<file path="src/rtl/mult_acc_pkg.sv">
// Shared constants and state type for the multiplier-product accumulator.
package mult_acc_pkg;

  localparam int P_W_DEFAULT   = 16;
  localparam int ACC_W_DEFAULT = 24;
  localparam int CNT_W_DEFAULT = 8;

  typedef enum logic [1:0] {
    IDLE  = 2'd0,
    ACCUM = 2'd1,
    HOLD  = 2'd2
  } state_t;

endpackage

</file>
<file path="src/rtl/sat_add.sv">
// Unsigned saturating adder: clamps to all-ones and flags the carry-out.
module sat_add #(
  parameter int W = 8
) (
  input  logic [W-1:0] a,
  input  logic [W-1:0] b,
  output logic [W-1:0] sum,
  output logic         overflow
);

  logic [W:0] full;

  always_comb begin
    full     = {1'b0, a} + {1'b0, b};
    overflow = full[W];
    sum      = full[W] ? {W{1'b1}} : full[W-1:0];
  end

endmodule

</file>
<file path="src/rtl/mult_product_accumulator.sv">
// Accumulates a burst of unsigned products into a saturated sum and beat count,
// then holds the result until downstream takes it.
module mult_product_accumulator
  import mult_acc_pkg::*;
#(
  parameter int P_W   = P_W_DEFAULT,
  parameter int ACC_W = ACC_W_DEFAULT,
  parameter int CNT_W = CNT_W_DEFAULT
) (
  input  logic             clk,
  input  logic             rst,
  input  logic             clear,
  input  logic             in_valid,
  output logic             in_ready,
  input  logic [P_W-1:0]   in_product,
  input  logic             in_last,
  output logic             out_valid,
  input  logic             out_ready,
  output logic [ACC_W-1:0] out_sum,
  output logic [CNT_W-1:0] out_count,
  output logic             out_overflow
);

  if (ACC_W < P_W) begin : g_bad_width
    $error("ACC_W must be at least P_W");
  end

  state_t           state;
  state_t           state_next;
  logic             accept;
  logic [ACC_W-1:0] product_ext;
  logic [ACC_W-1:0] sum_added;
  logic             sum_carry;
  logic [CNT_W-1:0] count_inc;
  logic             count_carry;
  logic [ACC_W-1:0] sum_next;
  logic [CNT_W-1:0] count_next;
  logic             overflow_next;
  logic             valid_next;

  assign product_ext = ACC_W'(in_product);
  assign accept      = in_valid & in_ready;

  sat_add #(.W(ACC_W)) u_sum_add (
    .a        (out_sum),
    .b        (product_ext),
    .sum      (sum_added),
    .overflow (sum_carry)
  );

  sat_add #(.W(CNT_W)) u_count_add (
    .a        (out_count),
    .b        (CNT_W'(1)),
    .sum      (count_inc),
    .overflow (count_carry)
  );

  // Next-state decode; clear aborts from any state.
  always_comb begin
    // NOTE: every always_comb output gets a default first so no path leaves it unassigned (no latch).
    state_next = state;
    if (clear) begin
      state_next = IDLE;
    end else begin
      unique case (state)
        IDLE:    if (accept) state_next = in_last ? HOLD : ACCUM;
        ACCUM:   if (accept && in_last) state_next = HOLD;
        HOLD:    if (out_ready) state_next = IDLE;
        default: state_next = IDLE;
      endcase
    end
  end

  // Output / datapath decode. in_ready looks at state only, so there is
  // deliberately one bubble between a result leaving and the next beat.
  always_comb begin
    in_ready      = (state != HOLD);
    sum_next      = out_sum;
    count_next    = out_count;
    overflow_next = out_overflow;
    valid_next    = (state_next == HOLD);
    if (clear) begin
      sum_next      = '0;
      count_next    = '0;
      overflow_next = 1'b0;
    end else begin
      unique case (state)
        IDLE: begin
          if (accept) begin
            sum_next      = product_ext;
            count_next    = CNT_W'(1);
            overflow_next = 1'b0;
          end
        end
        ACCUM: begin
          if (accept) begin
            sum_next      = sum_added;
            count_next    = count_carry ? out_count : count_inc;
            overflow_next = out_overflow | sum_carry;
          end
        end
        HOLD: begin
          if (out_ready) begin
            sum_next      = '0;
            count_next    = '0;
            overflow_next = 1'b0;
          end
        end
        default: begin
          sum_next      = '0;
          count_next    = '0;
          overflow_next = 1'b0;
        end
      endcase
    end
  end

  always_ff @(posedge clk) begin
    // NOTE: sequential state uses non-blocking assignments so every register samples pre-edge values.
    if (rst) begin
      state        <= IDLE;
      out_valid    <= 1'b0;
      out_sum      <= '0;
      out_count    <= '0;
      out_overflow <= 1'b0;
    end else begin
      state        <= state_next;
      out_valid    <= valid_next;
      out_sum      <= sum_next;
      out_count    <= count_next;
      out_overflow <= overflow_next;
    end
  end

endmodule
</file>
<file path="config.mk">
export PLATFORM = sky130hd
export DESIGN_NAME = mult_product_accumulator
export DESIGN_NICKNAME = d
export VERILOG_FILES = /design/src/rtl/mult_acc_pkg.sv /design/src/rtl/sat_add.sv /design/src/rtl/mult_product_accumulator.sv
export SDC_FILE = /design/constraint.sdc
export NUM_CORES = 1
export LEC_CHECK = 0
export ABC_AREA = 1
export CAP_MARGIN = 20
export CORE_MARGIN = 2
export CORE_UTILIZATION = 53
export DETAILED_ROUTE_END_ITERATION = 7
export HOLD_SLACK_MARGIN = 0.12
export PLACE_DENSITY = 0.93
export RECOVER_POWER = 50
export SLEW_MARGIN = 20
export SYNTH_ARGS = -nofsm -noshare
export SYNTH_HDL_FRONTEND = slang
export SYNTH_SLANG_ARGS = --single-unit
</file>
<file path="constraint.sdc">
create_clock -name clk -period 2.7 [get_ports clk]
set_clock_uncertainty 0.1 [all_clocks]
set_input_delay 0.54 -clock clk [delete_from_list [all_inputs] [get_ports clk]]
set_output_delay 0.54 -clock clk [all_outputs]
set_load 0.01 [all_outputs]
</file>
==> results by group <==
Synthesis
  – Register area share after synthesis: 24.1%
  – Most used flip-flop cell after synthesis: dfxtp_1
  – Post-synth top area share: 24.2%
  – Cell taking the most area after synthesis: nand2_1
  – Gate Count Post-Synth: 500
  – Synth top cells by count: 193 x nand2_1, 64 x inv_1, 40 x nand3_1
  – Mapped Area: 2990 um^2
  – Syn nets: 540
  – Synth Area in XOR/XNOR: 2.93%
  – Post-synthesis adder-cell area fraction: 7.78%
  – Largest family of logic cells by synthesized area: simple AND/OR/NAND/NOR gates
  – Average size of a mapped cell: 5.98 um^2
  – Post-synthesis mux area share: 0%
  – Most numerous cell in the Yosys netlist: nand2_1
  – FFs w/ async S/R, synth: 0%
  – Synth Area in Compound Gates: 10.5%
  – Number of flops mapped to enable cells by yosys: 0
  – Largest cells by area after synthesis: nand2_1 24%, dfxtp_1 24%, inv_1 8.0%
  – Synthesis-stage register bit count: 36
  – Synth cell types: 40
  – Simple-gate portion of the synthesized area: 44.2%
  – Synth warn: 0

Routing
  – Final wirelength: 8.11 mm
  – Number of remaining DRC errors: 0
  – Iter 0 DRT Violations: 186
  – DRT antenna net count: 0
  – Via/cell ratio: 5.23
  – Routed len/inst: 12.8 um
  – DRT Pass-1 Iters: 4
  – Vias: 3318

Power and ir drop
  – Leak: 0.00186 uW
  – Peak VDD IR: 179 uV
  – PnR Total Power: 1250 uW
  – Pwr dens: 336 nW/um^2

STA
  – Worst slew pin tran: 562 ps
  – Fin crit share: 95.0%
  – Hold Slack: 350 ps
  – Final hold vios: 0
  – Achievable Freq: 390 MHz
  – Slew Limit Fails: 0
  – Endpoints failing setup: 0
  – Minimum clock period: 2570 ps
  – Relative slew slack: 62.5%
  – RSZ-0062 raised after global routing: false

Global route
  – Vias in the first global route: 3179
  – Pin count of the biggest net entering global routing: 29
  – GRT overflow: 0
  – Initial antenna violation count: 0
  – First-pass GRT wire length: 13.6 mm
  – GR Util All Layers: 26.9%

Clock tree
  – CTS Hold Bufs: 0
  – CTS root buf: clkbuf_8
  – Sink Count: 36
  – Num CTS Buffers: 5
  – Worst-path clk slew: 80 ps
  – Post-CTS Resized: 0
  – CTS tree: built
  – Setup Buffers After CTS: 0
  – Worst-Skew Late Latency: 300 ps
  – Clock tree buffer depth: 2
  – H-tree levels: 2

Floorplanning
  – Die span in y: 79.1 um
  – Core box area: 5470 um^2
  – Die area: 6260 um^2
  – # IOs: 57
  – Die Width: 79.1 um
  – Starting Density: 54.7%
  – Number of placement rows: 27

Finish
  – Area growth, synth to finish: 24.6%
  – Fraction of layout cells with a size suffix above 1: 7.99%
  – Diode count: 0
  – Fin cells: 635
  – Final net count: 602

Critical path
  – Critical path's top delay family: simple AND/OR/NAND/NOR gates
  – Kind of critical path: in -> reg
  – Critical Path Sink Type: register
  – WP data required: 2760 ps
  – CP bufs+invs: 1
  – Startpoint Class: input pin
  – Slowest CP cell: clkdlybuf4s50_1
  – Crit path DAT: 2630 ps
  – CP peak stage delay: 440 ps
  – Most frequent cell on the critical path: nand2_1
  – CP max FO: 14
  – Worst-path cell chain: clkdlybuf4s50_1 > ha_1 > fa_1 > nand2_1 > nand2_1 > nand3_2 > nand2_2 > nand2_2 > nand2_2 > nand2_4 > nand3_1 > nand2_1 > nand2_1 > nand2_1 > a21oi_1

Placement
  – Port Buffers: 56
  – Gpl congestion: 0.975
  – Post-DP HPWL: 6.03 mm
  – Placed cell count: 627

Job
  – Max cap viols: 0

Min path
  – Worst Hold Class: reg -> reg

Outcome
  – Outcome: completed
worst reg2reg max path, stage by stage (launching register included):
cell,delay [ps]
dfxtp_1,330
ha_1,210
fa_1,410
nand2_1,90
nand2_1,90
nand3_2,80
nand2_2,80
nand2_2,70
nand2_2,70
nand2_4,180
nand3_1,120
nand2_1,80
nand2_1,50
nand2_1,50
a21oi_1,50
metrics by stage:
stage	setup TNS [ps]	utilization (%)	cell area, um^2	setup slack (ps)
final	0	68.1	3730	135
after detailed placement	-2180	66.6	3650	-188
after CTS	0	68.2	3730	138
after floorplan	0	-	2990	436
after global placement	-644	66.6	3650	-87.7
after global routing	0	68.1	3730	1.17
power by group:
part           leakage (uW)  total, uW  internal, uW  switching [uW]
Clock             0.0000479        400           180             220
Combinational       0.00152        302           121             181
Sequential         0.000292        552           542            9.71
layout make-up:
type	count	area (um^2)
clock buffers	5	68.8
clock inverters	3	18.8
fillers	500	1750
inverters	68	258
multi-input cells	387	1950
flip-flops and latches	36	721
well taps	72	90.1
repair buffers	64	621
per-layer routing:
| layer | global-route usage [%] | vias up | wire (um) |
|---|---|---|---|
| met5 | 0 | - | 0 |
| met4 | 11.4 | 0 | 208 |
| met2 | 47.8 | 114 | 3910 |
| li1 | - | 1704 | - |
| met1 | 31.5 | 1479 | 3500 |
| met3 | 5.00 | 21 | 489 |
cells by family after synthesis:
kind of cell | count (synthesis)
flip-flops | 36
adder cells (fa/ha/maj) | 18
XOR/XNOR | 10
AO/OA/AOI/OAI | 58
buffers and inverters | 77
AND/OR/NAND/NOR | 301
path summary, 6_finish.rpt:
| kind | startpoint | endpoint | slack [ps] | depth (start not counted) |
|---|---|---|---|---|
| setup / recovery | in_product[0] | out_sum[10]$_SDFFE_PP0P_ | 130 | 15 |
| hold / removal | out_overflow$_SDFFE_PP0P_ | out_overflow$_SDFFE_PP0P_ | 350 | 2 |
| hold reg to reg | out_overflow$_SDFFE_PP0P_ | out_overflow$_SDFFE_PP0P_ | 350 | 2 |
| setup reg to reg | out_sum[0]$_SDFFE_PP0P_ | out_sum[10]$_SDFFE_PP0P_ | 520 | 14 |
layout by cell type (no fill, tap or decap), types with 2 or more instances in the layout:
master / Yosys / layout
a21oi_1: 37 / 37
a21oi_2: 3 / 3
a31oi_1: 4 / 4
buf_4: 1 / 8
clkbuf_8: 0 / 5
clkdlybuf4s50_1: 0 / 27
clkinv_2: 0 / 2
dfxtp_1: 36 / 36
dlygate4sd3_1: 0 / 29
ha_1: 17 / 17
inv_1: 64 / 64
inv_2: 3 / 3
nand2_1: 193 / 194
nand2_2: 6 / 6
nand3_1: 40 / 40
nand3_2: 5 / 5
nor2_1: 28 / 28
nor2_4: 2 / 2
nor3_1: 12 / 12
nor4_1: 2 / 2
o21ai_0: 8 / 8
o21ai_1: 3 / 3
or2_2: 2 / 2
xor2_1: 9 / 9
flip-flops by register name, summed over array words and instances (netlist names):
name	cells
out_count	8
out_sum	24
state	2
out_overflow	1
out_valid	1
(Power assumes the default switching activity.)
